===== config.mk =====
export PLATFORM = sky130hd
export DESIGN_NAME = dialogue_text_engine
export DESIGN_NICKNAME = d
export VERILOG_FILES = /design/src/rtl/dialogue_text_engine.sv
export SDC_FILE = /design/constraint.sdc
export NUM_CORES = 1
export LEC_CHECK = 0
export BUFFER_PORTS_ARGS = -buffer_cell sky130_fd_sc_hd__buf_2
export CAP_MARGIN = 20
export CORE_UTILIZATION = 29
export DETAILED_ROUTE_END_ITERATION = 8
export PLACE_DENSITY_LB_ADDON = 0.25
export SKIP_LAST_GASP = 1
export SLEW_MARGIN = 20
export SYNTH_ARGS = -nofsm -noshare
export SYNTH_HDL_FRONTEND = slang
export SYNTH_SLANG_ARGS = --single-unit

===== constraint.sdc =====
create_clock -name pixel_clk_in -period 5.35 [get_ports pixel_clk_in]
set_clock_uncertainty 0.15 [all_clocks]
set_input_delay 0.8025 -clock pixel_clk_in [delete_from_list [all_inputs] [get_ports pixel_clk_in]]
set_output_delay 0.8025 -clock pixel_clk_in [all_outputs]
set_load 0.05 [all_outputs]

===== src/rtl/dialogue_text_engine.sv =====
// Dialogue text box engine: buffers a glyph string, reveals it typewriter-style and turns the
// current pixel into font-stage glyph requests. Optional "more" cursor: define CURSOR_BLINK_EN.
module dialogue_text_engine #(
  parameter int COLS        = 16,
  parameter int ROWS        = 2,
  parameter int BOX_X       = 32,
  parameter int BOX_Y       = 400,
  parameter int FONT_COLS   = 17,
  parameter int FONT_ROWS   = 11,
  parameter int REVEAL_DIV  = 2,
  parameter int CURSOR_CODE = 186
) (
  input  logic        pixel_clk_in,
  input  logic        rst_n_in,
  input  logic [10:0] hcount_in,
  input  logic [9:0]  vcount_in,
  input  logic        frame_tick_in,
  input  logic        char_valid_in,
  input  logic [7:0]  char_code_in,
  output logic        char_ready_out,
  input  logic        start_in,
  input  logic        advance_in,
  output logic        busy_out,
  output logic        done_out,
  output logic [10:0] x_out,
  output logic [9:0]  y_out,
  output logic [9:0]  sprite_sel_x_out,
  output logic [8:0]  sprite_sel_y_out,
  output logic        glyph_visible_out
);

  localparam int CAP = COLS * ROWS;
  localparam int CW  = $clog2(CAP + 1);
  localparam int IW  = (CAP > 1) ? $clog2(CAP) : 1;
  localparam int DW  = $clog2(REVEAL_DIV + 1);

  typedef enum logic [1:0] {IDLE, LOAD, REVEAL, WAIT_ADV} state_t;

  state_t         state, state_n;
  logic [CW-1:0]  fill, fill_n, reveal, reveal_n;
  logic [DW-1:0]  frame_div, frame_div_n;
  logic           wr_en;
  logic [7:0]     buf_mem [CAP];

  assign char_ready_out = (state == LOAD) && (fill < CW'(CAP));
  assign busy_out       = (state == REVEAL);
  assign done_out       = (state == WAIT_ADV);

  always_ff @(posedge pixel_clk_in or negedge rst_n_in) begin
    if (!rst_n_in) begin
      state     <= IDLE;
      fill      <= '0;
      reveal    <= '0;
      frame_div <= '0;
    end else begin
      state     <= state_n;
      fill      <= fill_n;
      reveal    <= reveal_n;
      frame_div <= frame_div_n;
    end
  end

  // Buffer contents need no reset: fill/reveal gate everything read from it.
  always_ff @(posedge pixel_clk_in) begin
    if (wr_en) buf_mem[fill[IW-1:0]] <= char_code_in;
  end

  always_comb begin
    state_n     = state;
    fill_n      = fill;
    reveal_n    = reveal;
    frame_div_n = frame_div;
    wr_en       = 1'b0;
    case (state)
      IDLE: state_n = LOAD;
      LOAD: begin
        wr_en = char_valid_in && char_ready_out;
        if (wr_en) fill_n = fill + CW'(1);
        if (start_in) begin
          reveal_n    = '0;
          frame_div_n = '0;
          state_n     = (fill_n == '0) ? WAIT_ADV : REVEAL;
        end
      end
      REVEAL: begin
        if (advance_in) begin
          reveal_n = fill;
          state_n  = WAIT_ADV;
        end else if (reveal == fill) begin
          state_n = WAIT_ADV;
        end else if (frame_tick_in) begin
          if (frame_div == DW'(REVEAL_DIV - 1)) begin
            reveal_n    = reveal + CW'(1);
            frame_div_n = '0;
          end else begin
            frame_div_n = frame_div + DW'(1);
          end
        end
      end
      WAIT_ADV: begin
        if (advance_in) begin
          fill_n   = '0;
          reveal_n = '0;
          state_n  = LOAD;
        end
      end
      default: state_n = IDLE;
    endcase
  end

`ifdef CURSOR_BLINK_EN
  logic [5:0] blink_cnt;

  always_ff @(posedge pixel_clk_in or negedge rst_n_in) begin
    if (!rst_n_in) blink_cnt <= '0;
    else if (state_n == WAIT_ADV && state != WAIT_ADV) blink_cnt <= '0;
    else if (frame_tick_in) blink_cnt <= blink_cnt + 6'd1;
  end
`endif

  logic [10:0]   h_off;
  logic [9:0]    v_off;
  logic          in_box, revealed, drawable;
  logic [CW-1:0] pix_idx;
  logic [7:0]    cell_code, glyph_q, glyph_r;

  // Pixel-to-cell mapping; everything below feeds the single output register stage.
  always_comb begin
    h_off     = hcount_in - 11'(BOX_X);
    v_off     = vcount_in - 10'(BOX_Y);
    in_box    = (hcount_in >= 11'(BOX_X)) && (hcount_in < 11'(BOX_X + 8 * COLS)) &&
                (vcount_in >= 10'(BOX_Y)) && (vcount_in < 10'(BOX_Y + 8 * ROWS));
    pix_idx   = CW'(int'(v_off >> 3) * COLS + int'(h_off >> 3));
    cell_code = buf_mem[pix_idx[IW-1:0]];
    revealed  = pix_idx < reveal;
`ifdef CURSOR_BLINK_EN
    if (state == WAIT_ADV && pix_idx == CW'(CAP - 1)) begin
      cell_code = 8'(CURSOR_CODE);
      revealed  = blink_cnt[5];
    end
`endif
    drawable  = in_box && revealed && (cell_code != 8'd0) &&
                (int'(cell_code) < FONT_COLS * FONT_ROWS);
    glyph_q   = cell_code / 8'(FONT_COLS);
    glyph_r   = cell_code % 8'(FONT_COLS);
  end

  always_ff @(posedge pixel_clk_in or negedge rst_n_in) begin
    if (!rst_n_in) begin
      x_out             <= 11'h7FF;
      y_out             <= 10'h3FF;
      sprite_sel_x_out  <= '0;
      sprite_sel_y_out  <= '0;
      glyph_visible_out <= 1'b0;
    end else if (drawable) begin
      x_out             <= 11'(BOX_X) + (h_off & ~11'h7);
      y_out             <= 10'(BOX_Y) + (v_off & ~10'h7);
      sprite_sel_x_out  <= 10'({glyph_r, 3'b000});
      sprite_sel_y_out  <= 9'({glyph_q, 3'b000});
      glyph_visible_out <= 1'b1;
    end else begin
      x_out             <= 11'h7FF;
      y_out             <= 10'h3FF;
      sprite_sel_x_out  <= '0;
      sprite_sel_y_out  <= '0;
      glyph_visible_out <= 1'b0;
    end
  end

endmodule


==> results_dict.tcl, run 1 <==
set metrics [dict create \
    dieArea_um2 47700 \
    place_area_um2 15200 \
    grt_remaining_overflow 0 \
    initial_core_util_pct 29.6 \
    die_y_um 218 \
    routed_wl_mm 34.8 \
    worstPathArrival_ps 5230 \
    holdBufCountCts 0 \
    synth_area_um2 13600 \
    dieWidth_um 218 \
    grt_use_total_pct 14.9 \
    crit_type "primary input to flip-flop" \
    io_buffers 70 \
    grt_pass1_wl_mm 52.6 \
    hold_violations 0 \
    worst_slew_pin_slew_ps 1110 \
    drcViolationCount 0 \
    first_pass_iters 5 \
    clock_sinks 300 \
    relSlewSlack_pct 25.8 \
    ir_drop_v 0.000283 \
    num_vias 8193 \
    max-cap-violations 0 \
    utilization_pct 35.6 \
    ys_ff_latch 300 \
    post-place-ws_ps -297 \
    ys_seq_area_share_pct 64.9 \
    via_per_inst 4.86 \
    fin_nets 1120 \
    crit_fanout 12 \
    antenna_cells 0 \
    post_cts.repair.setup_buffers 0 \
    syn_area_per_cell_um2 15.0 \
    nFillCells 4397 \
    cts_buffers 35 \
    drt_iter0_drc 487 \
    gr-usage-met3_pct 2.88 \
    startpoint_type "primary input" \
    leakagePower_uw 0.00576 \
    grt_pass1_vias 8231 \
    cts-htree-levels 2 \
    status "completed" \
    clk_latency_ps 530 \
    synth_cells 905 \
    antenna_found_initial 0 \
    hp-class "primary input to async pin" \
    p_per_area_nw_per_um2 380 \
    final_cell_mix "256 x edfxtp_1, 94 x buf_4, 67 x buf_2, 62 x nor2_1, 57 x nand2_1" \
    ys.flop_type "edfxtp_1" \
    worst_slack_ps 378 \
    fin_crit_sh_pct 92.9 \
    cts_root_buf "clkbuf_16" \
    drive_above_1_share_pct 28.8 \
    setup-tns-final_ps 0 \
    synth_edf_count 256 \
    synth_warnings 0 \
    num_io_pins 79 \
    hpwl_mm 24.4 \
    fin_area_um2 16300 \
    core_area_um2 45800 \
    area_delta_synth_final_pct 20.1 \
    clock.fmax_mhz 201 \
    required_ps 5610 \
    synthArstFlopShare_pct 14.7 \
    met2_usage_pct 24.6 \
    routedWlPerCell_um 20.6 \
    rows 78 \
    clkTransAtPathRegs_ps 60 \
    synth_cell_type_count 77 \
    rsz0062_at_grt "false" \
    finalMaxSlewViolations 0 \
    grt_max_degree 45 \
    ant_nets 0 \
    fin_crit_ps 4970 \
    finalSetupViolCount 0 \
    endpoint_kind "flip-flop" \
    place_congestion 0.853 \
    mostFrequentLayoutCell "edfxtp_1" \
    cts_tree "yes" \
    cts_buffer_depth 3 \
    busiest_layer "met2" \
    use_met1_pct 19.7 \
]
[kinds of logic after synthesis]
group	after synthesis	synth area share, %
mux	101	12.0
compound gates	141	7.27
fa+ha+maj	23	2.12
other cells	1	0.0276
buf+inv	78	3.32
flops	300	64.9
xor+xnor	22	1.48
simple gates	239	8.93
[timing repair]
action / CTS / global route
hold endpoints to repair: 0 / 0
resized for setup: 0 / 3
setup endpoints to repair: 0 / 7
[where the power goes]
part | internal, uW | switching, uW
Combinational | 502 | 716
Sequential | 2590 | 37.0
Clock | 1420 | 927
Total | 4510 | 1680
[cell usage after synthesis, types with 8 or more instances]
cell        n  area (um2)
a21oi_1    23         115
a31oi_1     9        56.3
buf_2       8        40.0
buf_4      16         120
buf_6       8        90.1
clkbuf_1   15        56.3
dfrtp_1    28         701
dfstp_2    16         420
edfxtp_1  256        7690
ha_1       23         288
inv_1      26        97.6
mux2_2     17         191
mux2i_1    38         380
mux4_1      8         210
mux4_2     36         811
nand2_1    57         214
nand2b_1    9        56.3
nand3_1    20         100
nor2_1     63         236
nor2b_1    16         100
nor3_1     17        85.1
o21ai_0    37         185
o22ai_1    13        81.3
or3_1      12        75.1
xnor2_1    14         123
[registers in the layout, indices dropped and copies added (netlist names)]
register / flops
glyph_visible_out: 1
x_out: 8
reveal: 6
y_out: 8
state: 2
buf_mem: 256
sprite_sel_x_out: 7
frame_div: 2
sprite_sel_y_out: 4
fill: 6
[metal layers]
layer / part of all wire (%) / routed length (um)
met2: 48 / 16700
met5: 0 / 0
met3: 4.2 / 1450
met1: 46 / 15900
met4: 2.1 / 746
[area by class of cell]
type                       instances  area [um2]  share of cell area (%)
tap                              600         751                    4.60
clock inverter                    12         135                   0.829
sequential                       300        8810                    54.0
clock buffer                      50         985                    6.04
timing repair buffer             164        1100                    6.75
multi-input combinational        534        4420                    27.1
inverter                          27         109                   0.668
[critical path: stages]
cell      delay [ps]
buf_2            150
inv_8             40
ha_4             370
buf_4            170
mux4_2           290
a22o_1           270
nor4_1           260
a31oi_2          100
nor2_2           180
nand2_1          110
a211oi_2         300
ha_2             210
o211ai_1         110
o21a_2           240
a31o_4           230
nand2_4           70
xnor2_2          130
ha_2             240
nand2b_1          80
a2111o_1         330
a31oi_4          290
nor2_1            90
nor4b_2          170
[metrics by stage]
step                power, uW  hold slack [ps]  cells
floorplan                3450              310    912
global placement         3880              337   1624
detailed placement       3890              337   1624
CTS                      6250              330   1686
global route             6460              169   1687
finish                   6190              133   1687
[worst paths after layout]
path                           startpoint                  end  slack (ps)  cells after the start
min                              rst_n_in            reveal[5]         130                      1
max reg2reg                buf_mem[17][2]  sprite_sel_x_out[8]         730                     19
max in group asynchronous        rst_n_in  sprite_sel_x_out[9]        4530                      1
min reg2reg                  frame_div[1]         frame_div[1]         350                      1
min in group pixel_clk_in    frame_div[1]         frame_div[1]         350                      1
max                          hcount_in[5]  sprite_sel_x_out[8]         380                     23
Power figures use the tool's default switching activity.
==> run 2: changes to the inputs <==
--- a/config.mk
+++ b/config.mk
@@ -9,7 +9,7 @@
 export CAP_MARGIN = 20
 export CORE_UTILIZATION = 29
 export DETAILED_ROUTE_END_ITERATION = 8
-export PLACE_DENSITY_LB_ADDON = 0.25
+export PLACE_DENSITY = 0.47
 export SKIP_LAST_GASP = 1
 export SLEW_MARGIN = 20
 export SYNTH_ARGS = -nofsm -noshare
==> run 2 against run 1 <==
  * Clock power grew 3%
  * Non-clock buffer count rose by 19
  * Worst hold slack worse by 17 ps
  * Critical path type unchanged
  * Largest power group unchanged
  * Highest routed layer unchanged
==> results_dict.tcl, run 2 (synthesized netlist as in run 1, its figures left out) <==
set metrics [dict create \
    post_cts.repair.setup_buffers 0 \
    dieArea_um2 47700 \
    fin_nets 1140 \
    wl_met1_mm 16.6 \
    seqPwrFrac_pct 41.7 \
    grt_use_total_pct 15.3 \
    pwr-share-clk_pct 38.5 \
    required_ps 5610 \
    status "completed" \
    clock_sinks 300 \
    dp_cells 1644 \
    core_area_um2 45800 \
    routedWlPerCell_um 21.0 \
    hp-class "primary input to async pin" \
    crit_fanout 11 \
    clk_latency_ps 560 \
    final_cell_mix "256 x edfxtp_1, 112 x buf_4, 67 x buf_2, 62 x nor2_1, 57 x nand2_1" \
    die_y_um 218 \
    antenna_cells 0 \
    crit_type "primary input to flip-flop" \
    dr_wl_met2_mm 16.8 \
    worstPathArrival_ps 5240 \
    startpoint_type "primary input" \
    endpoint_kind "flip-flop" \
    cts_buffer_depth 3 \
    largest_reg_flops 256 \
    setup-tns-final_ps 0 \
    switching_share_pct 27.8 \
    fin_crit_ps 4980 \
    met3_length_mm 1.55 \
    grt_remaining_overflow 0 \
    rsz0062_at_grt "false" \
    grt_pass1_vias 8349 \
    rows 78 \
    initial_core_util_pct 29.6 \
    finalMaxSlewViolations 0 \
    cts_root_buf "clkbuf_16" \
    relSlewSlack_pct 28.1 \
    drt_iter0_drc 532 \
    via_per_inst 4.87 \
    routed_wl_mm 35.8 \
    drcViolationCount 0 \
    area_delta_synth_final_pct 21.5 \
    grt_max_degree 45 \
    mostFrequentLayoutCell "edfxtp_1" \
    max-cap-violations 0 \
    fin_cells 1709 \
    ant_nets 0 \
    switchingPower_uw 1750 \
    finalSetupViolCount 0 \
    p_per_area_nw_per_um2 381 \
    leakagePower_uw 0.00589 \
    ir_drop_v 0.000212 \
    num_vias 8323 \
    io_buffers 70 \
    highest_layer "met4" \
    cts_buffers 36 \
    fin_crit_sh_pct 93.1 \
    hpwl_mm 25.3 \
    hold_violations 0 \
    worst_slew_pin_slew_ps 1070 \
    cts-htree-levels 2 \
    clock.fmax_mhz 201 \
    cts_tree "yes" \
    place_congestion 0.855 \
    first_pass_iters 5 \
    p_int_uw 4540 \
    clkTransAtPathRegs_ps 60 \
    num_io_pins 79 \
    dieWidth_um 218 \
    antenna_found_initial 0 \
    comb_power_share_pct 19.9 \
    grt_pass1_wl_mm 53.4 \
    drive_above_1_share_pct 30.3 \
]
## run 2: power by group through the flow
stage,sequential [uW],clock [uW],combinational (uW)
floorplan,2650,0,795
detailed placement,2670,0,1250
global placement,2670,0,1240
finish,2620,2420,1250
CTS,2620,2490,1250
global route,2620,2560,1360
## run 2: what timing repair did
item / in CTS / in global routing
resized for setup: 0 / 1
hold buffers: 0 / 0
endpoints found under the setup margin: 0 / 1
## run 2: worst max-delay path, stage by stage
cell and delay (ps):
buf_2 100, inv_1 100, ha_4 150, nand2b_1 120, nand2_1 90, ha_1 330, buf_4 220, a221oi_1 260
nand3_1 170, o21a_1 160, nor2_2 140, nand2_1 110, a211oi_2 290, ha_2 210, o211ai_1 120, o21a_2 250
a31o_4 230, nand2_4 70, xnor2_2 140, ha_2 240, inv_2 40, or3_1 330, mux2i_1 190, buf_4 150
mux2i_1 160, nor2_1 60
## run 2: worst paths after layout
path | from | end | slack (ps) | cells past startpoint
setup / recovery | hcount_in[6] | sprite_sel_x_out[7] | 370 | 26
hold / removal | rst_n_in | glyph_visible_out | 120 | 1
setup reg to reg | buf_mem[19][2] | sprite_sel_x_out[7] | 740 | 21
hold reg to reg | frame_div[1] | frame_div[1] | 360 | 1
max in group asynchronous | rst_n_in | sprite_sel_x_out[9] | 4540 | 1
min in group pixel_clk_in | hcount_in[7] | x_out[7] | 350 | 2
## run 2: final cells by class
class | count | area, um2
multi-input combinational | 534 | 4400
sequential | 300 | 8810
clock inverter | 22 | 236
timing repair buffer | 183 | 1260
clock buffer | 43 | 927
tap | 600 | 751
inverter | 27 | 109
fill | 4387 | 29300
## run 2: routing by layer
| metal | track usage, % | vias to the layer above |
|---|---|---|
| li1 | - | 3844 |
| met3 | 2.56 | 52 |
| met5 | 0 | - |
| met4 | 5.45 | 0 |
| met2 | 24.4 | 213 |
| met1 | 20.9 | 4214 |
## run 2: through the flow
stage | hold WS, ps | area [um2] | util, % | setup WS [ps] | total power [uW]
2_1_floorplan | 310 | 13700 | - | -162 | 3450
5_1_grt | 146 | 16500 | 36.0 | 9.75 | 6550
3_3_place_gp | 320 | 15300 | 33.5 | -177 | 3910
4_1_cts | 305 | 16500 | 36.0 | 341 | 6360
3_5_place_dp | 341 | 15300 | 33.5 | -212 | 3920
6_report | 116 | 16500 | 36.0 | 369 | 6290
==> run 3: changes to the inputs <==
--- a/config.mk
+++ b/config.mk
@@ -7,9 +7,10 @@
 export LEC_CHECK = 0
 export BUFFER_PORTS_ARGS = -buffer_cell sky130_fd_sc_hd__buf_2
 export CAP_MARGIN = 20
-export CORE_UTILIZATION = 29
+export CORE_UTILIZATION = 61
 export DETAILED_ROUTE_END_ITERATION = 8
-export PLACE_DENSITY = 0.47
+export PLACE_DENSITY = 0.83
+export SKIP_CTS_REPAIR_TIMING = 1
 export SKIP_LAST_GASP = 1
 export SLEW_MARGIN = 20
 export SYNTH_ARGS = -nofsm -noshare
==> run 3 against run 2 <==
  * Non-clock buffer count is 33 lower
  * Final area fell by 5.6%
  * Sequential cell count did not move
  * Core utilization is 35 points higher
  * Critical path depth shrank 4
  * Clock power decreased by 19%
  * Highest routed layer unchanged
  * Combinational power shrank 3%
  * First-iteration DRC count increased by 120%
==> results_dict.tcl, run 3 (synthesized netlist as in run 1, its figures left out) <==
set metrics [dict create \
    grt_pass1_vias 8562 \
    first_pass_iters 5 \
    num_io_pins 79 \
    crit_fanout 20 \
    grt_pass1_wl_mm 49.7 \
    place_congestion 0.965 \
    antenna_found_initial 0 \
    cts_tree "yes" \
    fin_crit_ps 5060 \
    switching_share_pct 28.4 \
    clock_sinks 300 \
    dieArea_um2 22800 \
    core_area_um2 21800 \
    pwr-share-clk_pct 33.7 \
    drt_iter0_drc 1162 \
    required_ps 5650 \
    routedWlPerCell_um 24.4 \
    r2r-start "buf_mem[16][2]" \
    nFillCells 1321 \
    cts-htree-levels 1 \
    holdWs_ps 247 \
    dp_cells 1291 \
    drive_above_1_share_pct 28.1 \
    io_buffers 70 \
    fin_crit_sh_pct 94.6 \
    r2r_setup_slack_ps 750 \
    hpwl_mm 21.7 \
    clk_latency_ps 570 \
    startpoint_type "primary input" \
    rsz0062_at_grt "false" \
    reg2reg_depth 19 \
    finalMaxSlewViolations 0 \
    mostFrequentLayoutCell "edfxtp_1" \
    grt_remaining_overflow 0 \
    fin_nets 1101 \
    hold_violations 0 \
    cts_root_buf "clkbuf_16" \
    endpoint_kind "flip-flop" \
    comb_power_share_pct 20.9 \
    switchingPower_uw 1640 \
    finalSetupViolCount 0 \
    worst_slew_pin_slew_ps 1090 \
    drcViolationCount 0 \
    p_per_area_nw_per_um2 371 \
    ant_nets 0 \
    crit_type "primary input to flip-flop" \
    utilization_pct 71.4 \
    ir_drop_v 0.000224 \
    largest_reg_flops 256 \
    fin_cells 1345 \
    cts_buffers 30 \
    grt_use_total_pct 29.8 \
    routed_wl_mm 32.8 \
    die_y_um 151 \
    cts_buffer_depth 3 \
    grt_max_degree 45 \
    status "completed" \
    rows 54 \
    worstPathArrival_ps 5360 \
    startpoint "hcount_in[5]" \
    max-cap-violations 0 \
    antenna_cells 0 \
    final_cell_mix "256 x edfxtp_1, 80 x buf_4, 68 x buf_2, 62 x nor2_1, 57 x nand2_1" \
    hp-class "primary input to async pin" \
    initial_core_util_pct 62.2 \
    via_per_inst 6.48 \
    seqPwrFrac_pct 45.4 \
    regToRegEndpoint "sprite_sel_x_out[9]" \
    p_int_uw 4140 \
    area_delta_synth_final_pct 14.8 \
    leakagePower_uw 0.00562 \
    clkTransAtPathRegs_ps 60 \
    dieWidth_um 151 \
    relSlewSlack_pct 27.2 \
    setup-tns-final_ps 0 \
    clock.fmax_mhz 198 \
    num_vias 8719 \
]
## run 3: cell types whose count changed in the layout (fill, tap and decap cells not counted), sizes merged
cell / before / now
buf: 183 / 150
bufinv: 4 / 0
clkbuf: 43 / 40
clkinv: 16 / 14
inv: 29 / 27
## run 3: worst max path at each step
stage | endpoint | slack, ps | cells past startpoint
floorplan | sprite_sel_x_out[9] | -160 | 25
global placement | sprite_sel_x_out[9] | -70 | 24
detailed placement | sprite_sel_x_out[9] | -230 | 23
CTS | sprite_sel_x_out[9] | 310 | 22
global route | sprite_sel_x_out[8] | 10 | 25
finish | sprite_sel_x_out[9] | 290 | 22
## run 3: power groups by stage
stage,logic [uW],clock network (uW),registers [uW]
final,1210,1950,2620
after global routing,1300,2040,2630
after CTS,1180,1950,2620
after detailed placement,1170,0,2670
after global placement,1140,0,2660
after floorplan,795,0,2650
## run 3: metrics by stage
| stage | instance area (um2) | power [uW] | worst slack, ps |
|---|---|---|---|
| after CTS | 15600 | 5760 | 309 |
| after global placement | 14700 | 3800 | -73.3 |
| after detailed placement | 14700 | 3840 | -226 |
| final | 15600 | 5780 | 289 |
| after floorplan | 13700 | 3450 | -162 |
| after global routing | 15600 | 5970 | 11.9 |
## run 3: metal layers
layer	wire [um]	up-vias	global-route usage, %
li1	-	3759	-
met1	12300	4254	39.8
met2	16300	612	49.9
met3	3180	94	5.15
met4	1030	0	10.1
met5	0	-	0
## run 3: critical path, stage by stage
cell	delay, ps
buf_2	150
inv_8	40
ha_4	330
nor3b_1	650
a222oi_1	250
and3_1	230
o211a_1	240
nand2_1	120
nor3_2	70
a211oi_2	250
ha_2	200
o211ai_1	120
o21a_2	240
a31o_4	230
nand2_4	70
xnor2_2	130
ha_2	230
inv_2	40
or3_1	360
mux2i_2	230
a31oi_1	130
nor4b_1	250
## run 3: layout make-up
class / instances / area [um2] / share of cell area (%)
flip-flops and latches: 300 / 8810 / 56.6
multi-input cells: 534 / 4410 / 28.3
repair buffers: 150 / 981 / 6.30
clock buffers: 40 / 812 / 5.21
well taps: 280 / 350 / 2.25
inverters: 27 / 109 / 0.699
clock inverters: 14 / 105 / 0.675
